--- config.mk ---
export PLATFORM = sky130hd
export DESIGN_NAME = duplex_mailbox
export DESIGN_NICKNAME = d
export VERILOG_FILES = /design/src/rtl/duplex_mailbox.sv
export SDC_FILE = /design/constraint.sdc
export NUM_CORES = 1
export LEC_CHECK = 0
export ABC_AREA = 0
export BUFFER_PORTS_ARGS = -buffer_cell sky130_fd_sc_hd__buf_2
export CORE_MARGIN = 2
export CORE_UTILIZATION = 43
export CTS_CLUSTER_SIZE = 10
export DETAILED_ROUTE_END_ITERATION = 16
export GPL_TIMING_DRIVEN = 1
export SYNTH_ARGS = -nofsm -noshare
export SYNTH_HDL_FRONTEND = slang
export SYNTH_SLANG_ARGS = --single-unit
export TNS_END_PERCENT = 5
--- constraint.sdc ---
create_clock -name clk -period 4.38 [get_ports clk]
set_clock_uncertainty 0.05 [all_clocks]
set_input_delay 0.438 -clock clk [delete_from_list [all_inputs] [get_ports clk]]
set_output_delay 0.438 -clock clk [all_outputs]
set_load 0.01 [all_outputs]
--- src/rtl/duplex_mailbox.sv ---
// Bidirectional mailbox: two independent show-ahead FIFOs with back-pressure,
// occupancy counts and sticky overflow flags, all on a single clock.

// One direction of the mailbox: show-ahead FIFO with drop-on-full and sticky overflow.
module mailbox_fifo #(
    parameter int unsigned DW    = 8,
    parameter int unsigned DEPTH = 4
) (
    input  logic                           clk,
    input  logic                           rst,
    input  logic                           wr,
    input  logic [DW-1:0]                  wdata,
    input  logic                           rd,
    output logic [DW-1:0]                  rdata,
    output logic                           rvalid,
    output logic                           full,
    output logic [$clog2(DEPTH+1)-1:0]     cnt,
    output logic                           ovf,
    input  logic                           ovf_clr
);
    localparam int unsigned CW = $clog2(DEPTH + 1);
    localparam int unsigned PW = $clog2(DEPTH);

    logic [DW-1:0] mem [DEPTH];
    logic [PW-1:0] wr_ptr;
    logic [PW-1:0] rd_ptr;
    logic          empty;
    logic          rd_ok;
    logic          wr_ok;
    logic          drop;

    // Status decode and transfer qualification from the registered count.
    always_comb begin
        full   = (cnt == CW'(DEPTH));
        empty  = (cnt == '0);
        rvalid = !empty;
        rd_ok  = rd && !empty;
        wr_ok  = wr && (!full || rd_ok);
        drop   = wr && !wr_ok;
        rdata  = empty ? '0 : mem[rd_ptr];
    end

    // Pointers, occupancy and sticky overflow; a drop in the same cycle beats a clear.
    always_ff @(posedge clk or negedge rst) begin
        if (!rst) begin
            wr_ptr <= '0;
            rd_ptr <= '0;
            cnt    <= '0;
            ovf    <= 1'b0;
        end else begin
            if (wr_ok) begin
                wr_ptr <= (wr_ptr == PW'(DEPTH - 1)) ? '0 : wr_ptr + PW'(1);
            end
            if (rd_ok) begin
                rd_ptr <= (rd_ptr == PW'(DEPTH - 1)) ? '0 : rd_ptr + PW'(1);
            end
            case ({wr_ok, rd_ok})
                2'b10:   cnt <= cnt + CW'(1);
                2'b01:   cnt <= cnt - CW'(1);
                default: cnt <= cnt;
            endcase
            if (drop) begin
                ovf <= 1'b1;
            end else if (ovf_clr) begin
                ovf <= 1'b0;
            end
        end
    end

    // Storage is not reset; reads of unwritten slots are masked while empty.
    always_ff @(posedge clk) begin
        if (wr_ok) begin
            mem[wr_ptr] <= wdata;
        end
    end
endmodule

// Top: A writes the A->B FIFO and reads the B->A FIFO; B does the mirror.
module duplex_mailbox #(
    parameter int unsigned DW    = 8,
    parameter int unsigned DEPTH = 4
) (
    input  logic                           clk,
    input  logic                           rst,
    input  logic                           a_wr,
    input  logic [DW-1:0]                  a_wdata,
    output logic                           a_wait,
    input  logic                           a_rd,
    output logic [DW-1:0]                  a_rdata,
    output logic                           a_rvalid,
    output logic                           a_ovf,
    input  logic                           a_ovf_clr,
    input  logic                           b_wr,
    input  logic [DW-1:0]                  b_wdata,
    output logic                           b_wait,
    input  logic                           b_rd,
    output logic [DW-1:0]                  b_rdata,
    output logic                           b_rvalid,
    output logic                           b_ovf,
    input  logic                           b_ovf_clr,
    output logic [$clog2(DEPTH+1)-1:0]     a2b_cnt,
    output logic [$clog2(DEPTH+1)-1:0]     b2a_cnt
);
    mailbox_fifo #(.DW(DW), .DEPTH(DEPTH)) u_a2b (
        .clk     (clk),
        .rst     (rst),
        .wr      (a_wr),
        .wdata   (a_wdata),
        .rd      (b_rd),
        .rdata   (b_rdata),
        .rvalid  (b_rvalid),
        .full    (a_wait),
        .cnt     (a2b_cnt),
        .ovf     (a_ovf),
        .ovf_clr (a_ovf_clr)
    );

    mailbox_fifo #(.DW(DW), .DEPTH(DEPTH)) u_b2a (
        .clk     (clk),
        .rst     (rst),
        .wr      (b_wr),
        .wdata   (b_wdata),
        .rd      (a_rd),
        .rdata   (a_rdata),
        .rvalid  (a_rvalid),
        .full    (b_wait),
        .cnt     (b2a_cnt),
        .ovf     (b_ovf),
        .ovf_clr (b_ovf_clr)
    );
endmodule

==> flow_summary_export.csv <==
group,metric,value,unit
power,power.total,2.651,mW
logic_synthesis,synth_area,3502,µm²
timing,max_freq,405.0,MHz
routing,wl_met2,2670,µm
power,clkPwrFrac,0.193,
logic_synthesis,yosysSeqAreaShare,0.6631,
logic_synthesis,avgSynthCellArea,17.17,µm²
global_routing,grt_start_max_net_pins,17,
routing,routed_wl,5620,µm
cells_and_area,final_common_cell,"edfxtp_1",
logic_synthesis,synth-edff-count,64,
cts,root_buffer,"clkbuf_8",
timing,rsz0062_at_grt,"no",
die,die_h,94.25,µm
routing,wl_met3,227,µm
cts,cts_sinks,80,
timing,relSlewSlack,0.5800,
placement,dpl.hpwl,3794,µm
power,p_int,1.802,mW
timing,tns,0,ns
critical_path,rr_worst_depth,6,
worst_hold_path,worst_hold_path.num_cells,2,
global_routing,grt_overflow,0,
critical_path,endpoint_kind,"primary output",
timing,setup_viol,0,
cells_and_area,antenna-diode-count,0,
routing,ant_nets,0,
cts,cts_buffers,9,
cells_and_area,nets,296,
cells_and_area,area_delta_synth_final,15.40,%
logic_synthesis,ys.flop_type,"edfxtp_1",
routing,drc,0,
placement,port_buffers,51,
cells_and_area,mostFrequentLayoutCells,"edfxtp_1, buf_2, and2_1",
logic_synthesis,synth-warning-count,0,
cts,clock_path_buffers,2,
job,drv_cap,0,
cts,insertion_delay,0.34,ns
placement,place_inst,349,
die,die_x,94.25,µm
cts,cts_tree,"built",
die,initial_utilization,0.4486,
power,switching_share,0.3202,
global_routing,antenna_found_initial,0,
critical_path,cp_data_arrival_time,1.98,ns
die,rows,32,
cts,htree_levels,3,
die,die_area,8882,µm²
die,fp.coreArea,7807,µm²
routing,wl_per_cell,15.40,µm
global_routing,grt_use_total,0.1397,
cells_and_area,drive_gt1_frac,0.3840,
global_routing,grt_pass1_wl,9025,µm
power,p_per_area,655.9,nW/µm²
worst_hold_path,hold_class,"input pin to flop",
cells_and_area,final.fill_count,670,
timing,hold_viol,0,
critical_path,worst_ep_required_time,3.89,ns
routing,drtIter0Drc,47,
power,p_leak,1.584,nW
routing,routed_via_density,4.888,
logic_synthesis,synth_async_sr_flop_share,0.2000,
timing,drv_slew,0,
power,p_comb_frac,0.355,
power,power_frac_seq,0.451,
routing,highest_layer,"met4",
global_routing,grt_pass1_vias,1792,
critical_path,path_class,"flop to primary output",
routing,vias,1784,
cts,post_cts_resized,0,
timing,min_period,2.469,ns
placement,gp_congestion,0.7039,
cells_and_area,stdcell_count,365,
routing,dr.pass1.iters,4,
power,p_sw,0.8487,mW
logic_synthesis,ys_seq_elements,80,
timing,timing.final.crit_share,0.5637,
critical_path,cp_max_fo,11,
logic_synthesis,yosysUniqueCellTypes,37,
routing,drt-met1-wl,2632,µm
logic_synthesis,syn_nets,241,
run_status,status,"completed",
critical_path,setup.worst_path.start_class,"flop",
cts,clkTransAtPathRegs,0.08,ns
logic_synthesis,syn_inst,204,
power,ir_drop,0.3188,mV
timing,tightestPinTransition,0.6300,ns
die,io_pins,52,
layer usage:
layer | GRT usage | vias to the layer above
li1 | - | 861
met1 | 0.1896 | 877
met2 | 0.2185 | 38
met3 | 0.02889 | 8
met4 | 0.06159 | 0
met5 | 0 | -
Yosys cell counts, drive strengths merged (2+ instances only):
library cell | n | area share
xor2 | 3 | 0.0075
o21a | 2 | 0.0086
mux4 | 16 | 0.10
nor2 | 7 | 0.0075
nor2b | 2 | 0.0036
or3 | 2 | 0.0039
fa | 2 | 0.011
and2 | 25 | 0.047
or3b | 3 | 0.0089
buf | 5 | 0.0079
mux2 | 8 | 0.030
dfrtp | 16 | 0.11
nand2b | 2 | 0.0036
o21ai | 2 | 0.0029
ha | 11 | 0.039
nand2 | 2 | 0.0021
edfxtp | 64 | 0.55
clkbuf | 3 | 0.0032
o32ai | 2 | 0.0050
inv | 16 | 0.017
kinds of logic after synthesis:
| family | share of synthesized area |
|---|---|
| buf+inv | 0.02823 |
| fa+ha+maj | 0.05073 |
| flops | 0.6631 |
| simple gates | 0.08182 |
| mux | 0.1358 |
| xor+xnor | 0.01001 |
| compound gates | 0.03037 |
per-stage QoR:
step / area [µm²] / utilization / worst slack, ns / hold slack (ns)
2_1_floorplan: 3502 / - / 2.105 / 0.09241
3_3_place_gp: 3846 / 0.4926 / 2.161 / 0.3380
3_5_place_dp: 3846 / 0.4926 / 2.074 / 0.3353
4_1_cts: 4041 / 0.5176 / 1.852 / 0.1986
5_1_grt: 4041 / 0.5176 / 1.773 / 0.2069
6_report: 4041 / 0.5176 / 1.911 / 0.2153
area by class of cell:
class	instances	area, µm²	share of cell area
Sequential cell	80	2322	0.5746
Multi-Input combinational cell	100	1081	0.2675
Timing Repair Buffer	52	265.3	0.06563
Tap cell	102	127.6	0.03158
Clock buffer	9	123.9	0.03065
Clock inverter	6	61.31	0.01517
Inverter	16	60.06	0.01486
flip-flops by register name, summed over array words and instances (netlist names), 2 cells and up:
register / cells
u_a2b.mem: 32
u_b2a.rd_ptr: 2
u_a2b.cnt: 3
u_b2a.cnt: 3
u_a2b.rd_ptr: 2
u_b2a.mem: 32
u_a2b.wr_ptr: 2
u_b2a.wr_ptr: 2
worst max-delay path, stage by stage, from the launching register on:
cell     delay [ns]
dfrtp_1        0.75
mux4_2         0.60
and2_1         0.17
buf_2          0.13
path summary, 6_finish.rpt:
path | startpoint | to | slack [ns]
hold reg to reg | u_a2b.cnt[2]$_DFFE_PN0P_ | u_a2b.cnt[2]$_DFFE_PN0P_ | 0.47
max in group asynchronous | rst | u_a2b.rd_ptr[1]$_DFFE_PN0P_ | 3.48
min in group asynchronous | rst | u_a2b.cnt[0]$_DFFE_PN0P_ | 0.51
hold / removal | a_ovf_clr | u_a2b.ovf$_DFFE_PN0P_ | 0.22
setup / recovery | u_a2b.rd_ptr[0]$_DFFE_PN0P_ | b_rdata[4] | 1.91
setup reg to reg | u_b2a.cnt[1]$_DFFE_PN0P_ | u_b2a.cnt[1]$_DFFE_PN0P_ | 2.08
power by group through the flow:
stage	sequential [mW]	combinational (mW)	clock (mW)
after floorplan	1.13	0.746	0
after global placement	1.21	0.953	0
after detailed placement	1.22	0.959	0
after CTS	1.20	0.963	0.527
after global routing	1.23	1.06	0.558
final	1.20	0.942	0.512
timing repair:
item / CTS / global route
hold endpoints to repair: 16 / 0
setup buffers: 0 / 0
hold buffers: 1 / 0
Power figures use the tool's default switching activity.
